$ cat src/rtl/serial_adder_if.sv
// serial_adder_if: request/result bundle for the bit-serial adder.
//   master : drives Start, A, B, Cin; observes Busy, Done, Sum, Cout (and Ovf)
//   slave  : the adder side of the same signals
// Ovf is present only when SERIAL_ADDER_OVF_EN is defined.
interface serial_adder_if #(
    parameter int unsigned WIDTH = 8
) ();
    logic             Start;
    logic [WIDTH-1:0] A;
    logic [WIDTH-1:0] B;
    logic             Cin;
    logic             Busy;
    logic             Done;
    logic [WIDTH-1:0] Sum;
    logic             Cout;
`ifdef SERIAL_ADDER_OVF_EN
    logic             Ovf;
`endif

    modport master (
        output Start, A, B, Cin,
`ifdef SERIAL_ADDER_OVF_EN
        input  Ovf,
`endif
        input  Busy, Done, Sum, Cout
    );

    modport slave (
        input  Start, A, B, Cin,
`ifdef SERIAL_ADDER_OVF_EN
        output Ovf,
`endif
        output Busy, Done, Sum, Cout
    );
endinterface

$ cat src/rtl/serial_adder.sv
// serial_adder: bit-serial WIDTH-bit adder, one sum bit per clock, LSB first.
// A single full-adder cell plus a carry flop and operand/result shift registers.
// Ports:
//   clk  - clock, all state changes on the rising edge
//   rst  - synchronous active-high reset
//   bus  - serial_adder_if.slave: Start/A/B/Cin in, Busy/Done/Sum/Cout(/Ovf) out
// Optional feature macro: SERIAL_ADDER_OVF_EN adds the signed-overflow flag Ovf.
// Latency: Start accepted at edge E0 -> Done pulse after edge E0+WIDTH.
module serial_adder #(
    parameter int unsigned WIDTH = 8
) (
    input logic          clk,
    input logic          rst,
    serial_adder_if.slave bus
);

    localparam int unsigned CNT_W = (WIDTH > 1) ? $clog2(WIDTH) : 1;
    localparam logic [CNT_W-1:0] LAST_BIT = CNT_W'(WIDTH - 1);

    typedef enum logic [1:0] {StIdle, StAdd, StDone} state_e;

    state_e           r_state;
    logic [WIDTH-1:0] r_op_a;
    logic [WIDTH-1:0] r_op_b;
    logic             r_carry;
    logic [CNT_W-1:0] r_cnt;
    logic [WIDTH-1:0] r_part;
    logic [WIDTH-1:0] r_sum;
    logic             r_cout;
    logic             r_busy;
    logic             r_done;
`ifdef SERIAL_ADDER_OVF_EN
    logic             r_ovf;
`endif

    logic             w_sum_bit;
    logic             w_carry_out;
    logic [WIDTH-1:0] w_part_next;

    // Full-adder cell on the current LSBs.
    assign w_sum_bit   = r_op_a[0] ^ r_op_b[0] ^ r_carry;
    assign w_carry_out = (r_op_a[0] & r_op_b[0]) | (r_carry & (r_op_a[0] ^ r_op_b[0]));

    // New sum bit enters at the MSB end; after WIDTH shifts bit 0 lands at index 0.
    assign w_part_next = {w_sum_bit, r_part[WIDTH-1:1]};

    always_ff @(posedge clk) begin
        if (rst) begin
            r_state <= StIdle;
            r_op_a  <= '0;
            r_op_b  <= '0;
            r_carry <= 1'b0;
            r_cnt   <= '0;
            r_part  <= '0;
            r_sum   <= '0;
            r_cout  <= 1'b0;
            r_busy  <= 1'b0;
            r_done  <= 1'b0;
`ifdef SERIAL_ADDER_OVF_EN
            r_ovf   <= 1'b0;
`endif
        end else begin
            unique case (r_state)
                StIdle, StDone: begin
                    r_done <= 1'b0;
                    if (bus.Start) begin
                        r_op_a  <= bus.A;
                        r_op_b  <= bus.B;
                        r_carry <= bus.Cin;
                        r_cnt   <= '0;
                        r_part  <= '0;
                        r_busy  <= 1'b1;
                        r_state <= StAdd;
                    end else begin
                        r_state <= StIdle;
                    end
                end
                StAdd: begin
                    r_part  <= w_part_next;
                    r_op_a  <= r_op_a >> 1;
                    r_op_b  <= r_op_b >> 1;
                    r_carry <= w_carry_out;
                    r_cnt   <= r_cnt + 1'b1;
                    if (r_cnt == LAST_BIT) begin
                        r_sum   <= w_part_next;
                        r_cout  <= w_carry_out;
`ifdef SERIAL_ADDER_OVF_EN
                        // r_carry here is the carry into the MSB.
                        r_ovf   <= r_carry ^ w_carry_out;
`endif
                        r_busy  <= 1'b0;
                        r_done  <= 1'b1;
                        r_state <= StDone;
                    end
                end
                default: begin
                    r_busy  <= 1'b0;
                    r_done  <= 1'b0;
                    r_state <= StIdle;
                end
            endcase
        end
    end

    assign bus.Busy = r_busy;
    assign bus.Done = r_done;
    assign bus.Sum  = r_sum;
    assign bus.Cout = r_cout;
`ifdef SERIAL_ADDER_OVF_EN
    assign bus.Ovf  = r_ovf;
`endif

endmodule
$ cat src/flat_wrapper.sv
// flat-port wrapper written by rule: the top's interface ports become plain ports
module serial_adder_flat 
#(
    parameter int unsigned WIDTH = 8
)
  (clk, rst, bus_Start, bus_A, bus_B, bus_Cin, bus_Busy, bus_Done, bus_Sum, bus_Cout);
  serial_adder_if #(.WIDTH(WIDTH)) bus_i ();
  input logic clk;
  input logic rst;
  input wire logic [$bits(bus_i.Start)-1:0] bus_Start;
  input wire logic [$bits(bus_i.A)-1:0] bus_A;
  input wire logic [$bits(bus_i.B)-1:0] bus_B;
  input wire logic [$bits(bus_i.Cin)-1:0] bus_Cin;
  output wire logic [$bits(bus_i.Busy)-1:0] bus_Busy;
  output wire logic [$bits(bus_i.Done)-1:0] bus_Done;
  output wire logic [$bits(bus_i.Sum)-1:0] bus_Sum;
  output wire logic [$bits(bus_i.Cout)-1:0] bus_Cout;
  assign bus_i.Start = bus_Start;
  assign bus_i.A = bus_A;
  assign bus_i.B = bus_B;
  assign bus_i.Cin = bus_Cin;
  assign bus_Busy = bus_i.Busy;
  assign bus_Done = bus_i.Done;
  assign bus_Sum = bus_i.Sum;
  assign bus_Cout = bus_i.Cout;
  serial_adder #(.WIDTH(WIDTH)) u_core (.clk(clk), .rst(rst), .bus(bus_i));
endmodule
$ cat config.mk
export PLATFORM = sky130hd
export DESIGN_NAME = serial_adder_flat
export DESIGN_NICKNAME = d
export VERILOG_FILES = /design/src/rtl/serial_adder_if.sv /design/src/rtl/serial_adder.sv /design/src/flat_wrapper.sv
export SDC_FILE = /design/constraint.sdc
export NUM_CORES = 1
export LEC_CHECK = 0
export ABC_AREA = 1
export ABC_CLOCK_PERIOD_IN_PS = 3150
export CORE_MARGIN = 5
export CORE_UTILIZATION = 55
export CTS_CLUSTER_SIZE = 30
export DETAILED_ROUTE_END_ITERATION = 7
export PLACE_DENSITY = 0.9
export SETUP_SLACK_MARGIN = 0.3
export SLEW_MARGIN = 20
export SYNTH_ARGS = -nofsm -noshare
export SYNTH_HDL_FRONTEND = slang
export SYNTH_SLANG_ARGS = --single-unit
$ cat constraint.sdc
create_clock -name clk -period 3.15 [get_ports clk]
set_input_delay 0.63 -clock clk [delete_from_list [all_inputs] [get_ports clk]]
set_output_delay 0.63 -clock clk [all_outputs]
set_load 0.005 [all_outputs]
==> run summary <==
via-per-instance ratio - 5.00
post-synth top area cell - dfxtp_1
Worst Setup SP - u_core.bus.Cout
Pleak - 0.000860 uW
synth unique cells - 22
Main synth FF type - dfxtp_1
GRT Overall Usage - 18.4%
max-slew violations - 0
Overflow after GRT - 0
Synth Area in Compound Gates - 9.67%
Clock Sinks - 40
fin crit share - 58.6%
port buffer count - 30
final setup fails - 0
Resized Gates After CTS - 0
Starting Density - 56.4%
Register-to-Register Path Depth - 5
worst r2r src - u_core.r_state[0]
Remaining DRCs - 0
Synth area leaders - dfxtp_1 (47%), nand3_1 (8.8%), nand2_1 (8.6%)
Avg Cell Area, Syn - 7.36 um2
vias in the first global route - 1,439
hold endpoint - u_core.r_cnt[0]
Crit path max-delay family - buffers and inverters
Slew @ Worst Pin - 0.629 ns
slowest stage delay, CP - 0.50 ns
adder-cell share of the synthesized area - 2.64%
EDFF count, synth - 0
Fin. Hold Viols - 0
cell at the slowest stage of the critical path - clkdlybuf4s50_1
Clock Latency Late Sink - 0.36 ns
Detailed Routing Iterations Pass 1 - 5
DR iter-0 viols - 125
crit path cell chain - clkdlybuf4s50_1
die width - 65.7 um
pin count of the biggest net entering global routing - 44
layout cells sized above 1 - 5.86%
DP HPWL - 2260 um
Max VDD drop - 314 uV
synthesized area - 0.00171 mm2
Setup CP Type - reg -> out
routed len/inst - 11.6 um
worst reg2reg endpoint - u_core.bus.Sum[6]
post-route ant nets - 0
Die H - 65.7 um
Hold Buf Count CTS - 0
max frequency - 541 MHz
postcts setup bufs - 0
register clock-pin slew on the reported worst setup and hold paths - 0.12 ns
power per cell area - 514 mW/mm2
Num CTS Buffers - 5
hold_sp - u_core.r_cnt[0]
r2r setup slk - 1.34 ns
sequential cell area fraction in the yosys report - 46.9%
setup TNS - 0 ns
worst path bufs/invs - 1
Std-Cell Core Area - 0.00303 mm2
synthesized instance count - 232
flops & latches, synth - 40
row cnt - 20
Commonest cells post-synth - dfxtp_1 (40), nand2_1 (39), nor2_1 (35), nand3_1 (30), inv_1 (22)
Post-Route WL - 3480 um
Syn Nets - 255
Synth Area in Simple Gates - 30.4%
area delta synth->final - 21.0%
initial antenna violation count - 0
CTS tree - done
ANT cells - 0
largest family of logic cells by synthesized area - simple AND/OR/NAND/NOR gates
mux share of post-synthesis cell area - 0%
endpoint type of the worst setup path - primary output
CTS root buffer - clkbuf_4
final non-filler cell area - 0.00207 mm2
type of origin of the critical path - register
run status - finished clean
most frequent cell after synthesis - dfxtp_1
via count - 1,500
number of max-cap violations - 0
Yosys top cell area share - 46.9%
die footprint - 0.00432 mm2
RePlAce Congestion - 0.793
HP Class - reg -> reg
global-route wire length before repair - 6070 um
worst hold path stage count - 1
relative slew slack - 58.0%
XOR/XNOR Fraction of Synth Area - 0%
instance area after placement - 0.00198 mm2
required time of the critical path - 2.52 ns
clk buf depth - 2
# IOs - 31
ys async rst share - 0%
clk_skew - 0.00794 ns
H-tree levels - 2
Critical Path Fanout Max - 2
RSZ-0062 raised after global routing - false
yosys warns - 0
fin nets - 278
crit path DAT - 1.22 ns
Tmin final - 1.85 ns
-- cell usage in the layout (no fill, tap or decap) --
cell type / instances
clkdlybuf4s50_1: 30
ha_1: 2
o21ai_1: 6
nor2_4: 1
inv_2: 2
o22ai_1: 2
o21bai_1: 1
nand3b_1: 2
inv_1: 22
clkbuf_4: 5
bufinv_16: 1
fa_1: 1
clkinv_4: 1
nor3_1: 8
nand3_1: 30
o21ai_0: 17
dfxtp_1: 40
nand2_1: 39
nor2_1: 35
a21oi_1: 6
nand2_2: 4
clkbuf_8: 1
-- final cells by class --
class / instances / area, um2
inverter: 24 / 90.1
multi-input combinational: 154 / 729
tap: 44 / 55.1
clock inverter: 2 / 38.8
timing repair buffer: 30 / 300
clock buffer: 6 / 51.3
sequential: 40 / 801
fill: 241 / 962
-- cells by family after synthesis --
logic type	count (synthesis)
buf+inv	38
simple gates	119
compound gates	32
fa+ha+maj	3
flops	40
-- registers in the layout, summed over array words and instances, names as in the netlist --
name and flops:
u_core.bus.Busy 1, u_core.bus.Cout 1, u_core.bus.Done 1, u_core.bus.Sum 8, u_core.r_carry 1, u_core.r_cnt 3, u_core.r_op_a 8, u_core.r_op_b 8
u_core.r_part 7, u_core.r_state 2
-- worst max path at each step --
stage	to	slack, ns	depth (start not counted)
global route	u_core.bus.Sum[5]	1.09	5
floorplan	u_core.r_op_b[1]	1.93	5
finish	bus_Cout	1.30	1
global placement	u_core.r_op_b[6]	1.02	5
CTS	bus_Sum[2]	1.30	1
detailed placement	u_core.r_op_b[0]	0.97	5
-- routing by layer --
layer  part of all wire [%]  track usage (%)  up-vias
met5                      0                0        -
met1                     46             22.1      659
met2                     45             29.4       47
met4                    2.0             10.9        0
met3                    7.3             4.62        6
li1                       -                -      788
-- power by group --
group | total (uW) | internal [uW] | switching [uW]
clock | 367 | 190 | 177
sequential | 547 | 534 | 13.1
combinational | 148 | 60.7 | 86.9
-- per-stage QoR --
| stage | hold WS (ns) | setup WS (ns) | total power (uW) | utilization (%) | std cells |
|---|---|---|---|---|---|
| finish | 0.475 | 1.30 | 1060 | 68.2 | 300 |
| global route | 0.514 | 1.09 | 1110 | 68.2 | 300 |
| CTS | 0.475 | 1.30 | 1060 | 68.2 | 300 |
| detailed placement | 0.456 | 0.975 | 704 | 65.2 | 292 |
| global placement | 0.449 | 1.02 | 699 | 65.2 | 292 |
| floorplan | 0.435 | 1.93 | 665 | - | 232 |
(Power assumes the default switching activity.)
